===== config.mk =====
export PLATFORM = sky130hd
export DESIGN_NAME = id_scoreboard
export DESIGN_NICKNAME = d
export VERILOG_FILES = /design/src/rtl/id_scoreboard.sv
export SDC_FILE = /design/constraint.sdc
export NUM_CORES = 1
export LEC_CHECK = 0
export BUFFER_PORTS_ARGS = -buffer_cell sky130_fd_sc_hd__buf_2
export CORE_UTILIZATION = 60
export CTS_BUF_LIST = sky130_fd_sc_hd__clkbuf_4 sky130_fd_sc_hd__clkbuf_8
export CTS_CLUSTER_DIAMETER = 150
export DETAILED_ROUTE_END_ITERATION = 10
export PLACE_DENSITY = 0.78
export SETUP_SLACK_MARGIN = 0.5
export SLEW_MARGIN = 10
export SYNTH_ARGS = -nofsm -noshare
export SYNTH_HDL_FRONTEND = slang
export SYNTH_SLANG_ARGS = --single-unit

===== constraint.sdc =====
create_clock -name clk -period 4.41 [get_ports clk]
set_input_delay 0.2205 -clock clk [delete_from_list [all_inputs] [get_ports clk]]
set_output_delay 0.2205 -clock clk [all_outputs]
set_load 0.01 [all_outputs]

===== src/rtl/id_scoreboard.sv =====
// Decode-stage register-hazard scoreboard: per-register in-flight write counters.
// Optional macro ID_SB_WB_BYPASS_EN: a source whose last pending write retires this cycle is not busy.
module id_scoreboard #(
    parameter int REG_ADDR_W = 5,
    parameter int NUM_REGS   = 32,
    parameter int NUM_SRC    = 2,
    parameter int CNT_W      = 2,
    parameter int TOT_W      = 6
) (
    input  logic                          clk,
    input  logic                          rst,
    input  logic                          rdy,
    input  logic                          issue_valid,
    input  logic [REG_ADDR_W-1:0]         issue_rd,
    input  logic                          issue_rd_we,
    input  logic [NUM_SRC*REG_ADDR_W-1:0] src_addr,
    input  logic [NUM_SRC-1:0]            src_en,
    input  logic                          failed,
    input  logic                          wb_valid,
    input  logic [REG_ADDR_W-1:0]         wb_rd,
    output logic [NUM_SRC-1:0]            src_busy,
    output logic                          stall,
    output logic                          issue_fire,
    output logic [TOT_W-1:0]              pending_total,
    output logic                          err_underflow
);

    localparam logic [CNT_W-1:0] CNT_MAX  = {CNT_W{1'b1}};
    localparam logic [CNT_W-1:0] CNT_ONE  = CNT_W'(1);
    localparam logic [CNT_W-1:0] CNT_ZERO = {CNT_W{1'b0}};
    localparam logic [TOT_W-1:0] TOT_MAX  = {TOT_W{1'b1}};
    localparam logic [TOT_W-1:0] TOT_ONE  = TOT_W'(1);
    localparam logic [TOT_W-1:0] TOT_ZERO = {TOT_W{1'b0}};

    logic [CNT_W-1:0] cnt_r [NUM_REGS];
    logic [CNT_W-1:0] src_cnt_s [NUM_SRC];
    logic [CNT_W-1:0] rd_cnt_s;
    logic [CNT_W-1:0] wb_cnt_s;
    logic             ovf_stall_s;
    logic             inc_any_s;
    logic             dec_any_s;
    logic             same_reg_s;
    logic             tot_inc_s;
    logic             tot_dec_s;
    logic             underflow_s;

    // Counter lookups for each source, the destination and the retiring register (reg 0 reads as 0).
    always_comb begin
        rd_cnt_s = CNT_ZERO;
        wb_cnt_s = CNT_ZERO;
        for (int i = 0; i < NUM_SRC; i++) begin
            src_cnt_s[i] = CNT_ZERO;
        end
        for (int r = 1; r < NUM_REGS; r++) begin
            rd_cnt_s = rd_cnt_s | (cnt_r[r] & {CNT_W{issue_rd == REG_ADDR_W'(r)}});
            wb_cnt_s = wb_cnt_s | (cnt_r[r] & {CNT_W{wb_rd == REG_ADDR_W'(r)}});
            for (int i = 0; i < NUM_SRC; i++) begin
                src_cnt_s[i] = src_cnt_s[i]
                             | (cnt_r[r] & {CNT_W{src_addr[i*REG_ADDR_W +: REG_ADDR_W] == REG_ADDR_W'(r)}});
            end
        end
    end

    // Per-source hazard, overflow stall and issue handshake.
    always_comb begin
        src_busy = {NUM_SRC{1'b0}};
        for (int i = 0; i < NUM_SRC; i++) begin
`ifdef ID_SB_WB_BYPASS_EN
            src_busy[i] = src_en[i] & (src_cnt_s[i] != CNT_ZERO)
                        & !((src_cnt_s[i] == CNT_ONE) & wb_valid
                            & (wb_rd == src_addr[i*REG_ADDR_W +: REG_ADDR_W]));
`else
            src_busy[i] = src_en[i] & (src_cnt_s[i] != CNT_ZERO);
`endif
        end
        ovf_stall_s = issue_valid & issue_rd_we & (issue_rd != {REG_ADDR_W{1'b0}})
                    & (rd_cnt_s == CNT_MAX) & !(wb_valid & (wb_rd == issue_rd));
        stall       = issue_valid & !failed & ((|src_busy) | ovf_stall_s);
        issue_fire  = issue_valid & !stall & !failed & rdy;
    end

    // Effective increment/decrement of the total; a same-register inc+dec cancels out.
    always_comb begin
        inc_any_s   = issue_fire & issue_rd_we & (issue_rd != {REG_ADDR_W{1'b0}})
                    & (32'(issue_rd) < NUM_REGS);
        dec_any_s   = wb_valid & (wb_rd != {REG_ADDR_W{1'b0}}) & (32'(wb_rd) < NUM_REGS);
        same_reg_s  = inc_any_s & dec_any_s & (issue_rd == wb_rd);
        tot_inc_s   = inc_any_s & !same_reg_s;
        tot_dec_s   = dec_any_s & !same_reg_s & (wb_cnt_s != CNT_ZERO);
        underflow_s = dec_any_s & !same_reg_s & (wb_cnt_s == CNT_ZERO);
    end

    // Per-register counters; register 0 is never tracked.
    always_ff @(posedge clk) begin
        if (rst) begin
            for (int r = 0; r < NUM_REGS; r++) begin
                cnt_r[r] <= CNT_ZERO;
            end
        end else if (rdy) begin
            cnt_r[0] <= CNT_ZERO;
            for (int r = 1; r < NUM_REGS; r++) begin
                case ({inc_any_s & (issue_rd == REG_ADDR_W'(r)), dec_any_s & (wb_rd == REG_ADDR_W'(r))})
                    2'b10:   cnt_r[r] <= cnt_r[r] + CNT_ONE;
                    2'b01:   cnt_r[r] <= (cnt_r[r] != CNT_ZERO) ? cnt_r[r] - CNT_ONE : CNT_ZERO;
                    default: cnt_r[r] <= cnt_r[r];
                endcase
            end
        end
    end

    // Saturating outstanding-write total and sticky underflow flag.
    always_ff @(posedge clk) begin
        if (rst) begin
            pending_total <= TOT_ZERO;
            err_underflow <= 1'b0;
        end else if (rdy) begin
            case ({tot_inc_s, tot_dec_s})
                2'b10:   pending_total <= (pending_total != TOT_MAX) ? pending_total + TOT_ONE : TOT_MAX;
                2'b01:   pending_total <= (pending_total != TOT_ZERO) ? pending_total - TOT_ONE : TOT_ZERO;
                default: pending_total <= pending_total;
            endcase
            err_underflow <= err_underflow | underflow_s;
        end
    end

endmodule


==> metrics.txt <==
outcome=complete, no violations; cts hold-fix bufs=0; crit path max-delay cell type=edfxtp_1; ys async rst share=0; post-detailed-route via-to-cell ratio=between 6 and 7; clock share of power=0.265; CTS buffer count=9; Critical Path Max Stage Delay=0.53 ns; Syn. warnings=0; dpl cells=1233; CP required=between 4 and 5 ns; Net Count, Synth=about 1200; initial core utilization=0.618; IO Port Bufs=39; Diodes inserted=0; die height=119 um; commonest non-fill, non-tap cell in the layout=nor2_1; Unique masters post-synth=77; DR vias=8572; total leakage power=4.06 nW; clock latency on the worst-skew pair=between 0.3 and 0.4 ns; Final Hold Vio Count=0; H-tree levels=3; fin crit share=0.842; simple logic cell fraction of the synthesized area=0.268; antenna-violating nets left=0; Synth Register Bits=69; Slew HR=0.478; syn_area_per_cell=7.81 um2; post-synthesis adder-cell area fraction=0.149; Post-synth EDFFs=62; Max Root-Sink Buffers=2; largest net degree at the start of global routing=between 40 and 50; non-filler cells, final=between 1000 and 1500; Total Wirelength=just under 30000 um; Post-Syn Area=8250 um2; post-synthesis xor/xnor area fraction=0.00531; Post-layout nets=1204; Sw Share=0.360; DP HPWL=21400 um; Seq/Total Area, Yosys=0.243; fmax=269 MHz; worst hold path type=primary input to flip-flop; max-cap viol count=0; DRC viols=0; crit path DAT=3.81 ns; die span in x=between 100 and 150 um; first-pass iteration count of the detailed router=6; mux share of post-synthesis cell area=0.0370; Slew @ Worst Pin=0.782 ns; commonest non-fill, non-tap cells in the layout=175 x nor2_1, 98 x ha_1, 80 x inv_1; Clk pin slew, worst setup/hold paths=about 0.070 ns; critical path startpoint category=flip-flop; RePlAce Congestion=1.05; number of I/O pins=40; drt first-iter violations=1362; Compound-Gate Fraction of Synth Area=0.220; Post-Syn Instances=around 1100; share of layout cells above drive strength 1=0.115; minimum clock period=3.71 ns; main combinational cell family by area after synthesis=simple AND/OR/NAND/NOR gates; crit path capture type=flip-flop; crit path kind=flip-flop to flip-flop; initial antenna violation count=2; Pint=1.25 mW; most repeated library cell on the critical path=or4_1; Final TNS setup=0 ns; vias in the first global route=7642; # rows=42; setup violators final=0; P&R area growth vs syn=7.48%; Seq pwr share=0.440; clk sinks=69; NetSw=0.701 mW; CTS tree=built; VDD IR max=about 180 uV; WL per Instance=23.1 um; Critical Path Fanout Max=10; Comb power frac=0.295; GR Overflow Total=0; RSZ-0062 raised after global routing=yes; GRT Total Usage=0.412; Max Transition Viols Final=0; Clock Tree Root=clkbuf_8; clk_skew=between 0.006 and 0.007 ns; core area=roughly 13000 um2; die area=around 14000 um2; first-pass GRT wire length=44100 um; PD cells=219 nW/um2; critical-path cell list=nor3_1 -> a2111oi_0 -> or4_1 -> or4_1 -> o31a_1 -> nand3b_4 -> nor3_4 -> buf_4 -> nand3_1 -> ha_1 -> inv_1 -> a21o_1; Main synth FF type=edfxtp_1
-- worst max-delay path: cells and delay by family, from the launching register on --
family | cells | cell delay [ns]
flip-flops | 1 | 0.53
AO/OA/AOI/OAI | 3 | 0.56
adder cells (fa/ha/maj) | 1 | 0.34
AND/OR/NAND/NOR | 6 | 1.71
buffers and inverters | 2 | 0.28
-- cell families (layout without fill, tap and decap cells) --
logic type / count (synthesis) / after routing
AO/OA/AOI/OAI: 262 / 262
XOR/XNOR: 5 / 5
adder cells (fa/ha/maj): 98 / 98
buffers and inverters: 154 / 178
flip-flops: 69 / 69
multiplexers: 27 / 27
AND/OR/NAND/NOR: 441 / 441
-- flip-flops by register name, summed over array words and instances, names as in the netlist --
register,count
err_underflow,1
cnt_r,62
pending_total,6
-- metrics by stage --
| step | power, mW | util | hold slack [ns] | instance area (um2) | worst slack [ns] |
|---|---|---|---|---|---|
| after floorplan | 1.20 | - | 0.476 | 8250 | 0.674 |
| after global placement | 1.39 | 0.644 | 0.466 | 8590 | 0.484 |
| after detailed placement | 1.40 | 0.644 | 0.464 | 8590 | 0.388 |
| after CTS | 1.91 | 0.657 | 0.314 | 8770 | 0.576 |
| after global routing | 2.02 | 0.664 | 0.363 | 8870 | 0.486 |
| final | 1.95 | 0.664 | 0.335 | 8870 | 0.698 |
-- cell usage after synthesis (13+ instances only) --
cell | number | area, um2
nor2_1 | 175 | 657
ha_1 | 98 | 1230
inv_1 | 80 | 300
edfxtp_1 | 62 | 1860
nand2_1 | 62 | 233
a21oi_1 | 61 | 305
nand3_1 | 47 | 235
clkbuf_1 | 45 | 169
a21o_1 | 33 | 248
a211oi_1 | 31 | 233
o21ai_0 | 26 | 130
nor2b_1 | 20 | 125
nand2b_1 | 19 | 119
a31oi_1 | 17 | 106
mux2i_1 | 17 | 170
nand4_1 | 16 | 100
nor3_1 | 16 | 80.1
and3_1 | 14 | 87.6
nor3b_1 | 13 | 97.6
-- path summary, 6_finish.rpt --
path / startpoint / slack [ns] / endpoint / cells after the start
worst max-delay path: cnt_r[0][32] / 0.70 / cnt_r[0][19] / 12
worst min-delay path: rst / 0.33 / err_underflow / 2
worst max register to register: cnt_r[0][32] / 0.70 / cnt_r[0][19] / 12
worst min register to register: err_underflow / 0.47 / err_underflow / 2
-- power by group through the flow --
stage	logic (mW)	registers (mW)	clock network, mW
6_report	0.573	0.856	0.517
5_1_grt	0.618	0.855	0.545
4_1_cts	0.541	0.850	0.524
3_3_place_gp	0.527	0.864	0
3_5_place_dp	0.538	0.864	0
2_1_floorplan	0.369	0.826	0
-- what timing repair did --
item / in CTS / in global routing
setup buffers: 0 / 9
hold endpoints to repair: 0 / 0
resized for setup: 0 / 5
endpoints found under the setup margin: 0 / 20
-- routing by layer --
layer | wire [um] | part of all wire | vias to the layer above | GRT usage
li1 | - | - | 3893 | -
met1 | 11700 | 0.40 | 3945 | 0.561
met2 | 12100 | 0.42 | 608 | 0.593
met3 | 3700 | 0.13 | 122 | 0.116
met4 | 1480 | 0.051 | 4 | 0.203
met5 | 31 | 0.0011 | - | 0
-- layout make-up --
type / instances / area [um2]
Tap cell: 176 / 220
Sequential cell: 69 / 2000
Inverter: 80 / 300
Multi-Input combinational cell: 833 / 5630
Timing Repair Buffer: 84 / 537
Clock inverter: 3 / 38.8
Clock buffer: 11 / 139
Fill cell: 1182 / 4480
No activity file was read; power rests on OpenSTA's default activity.
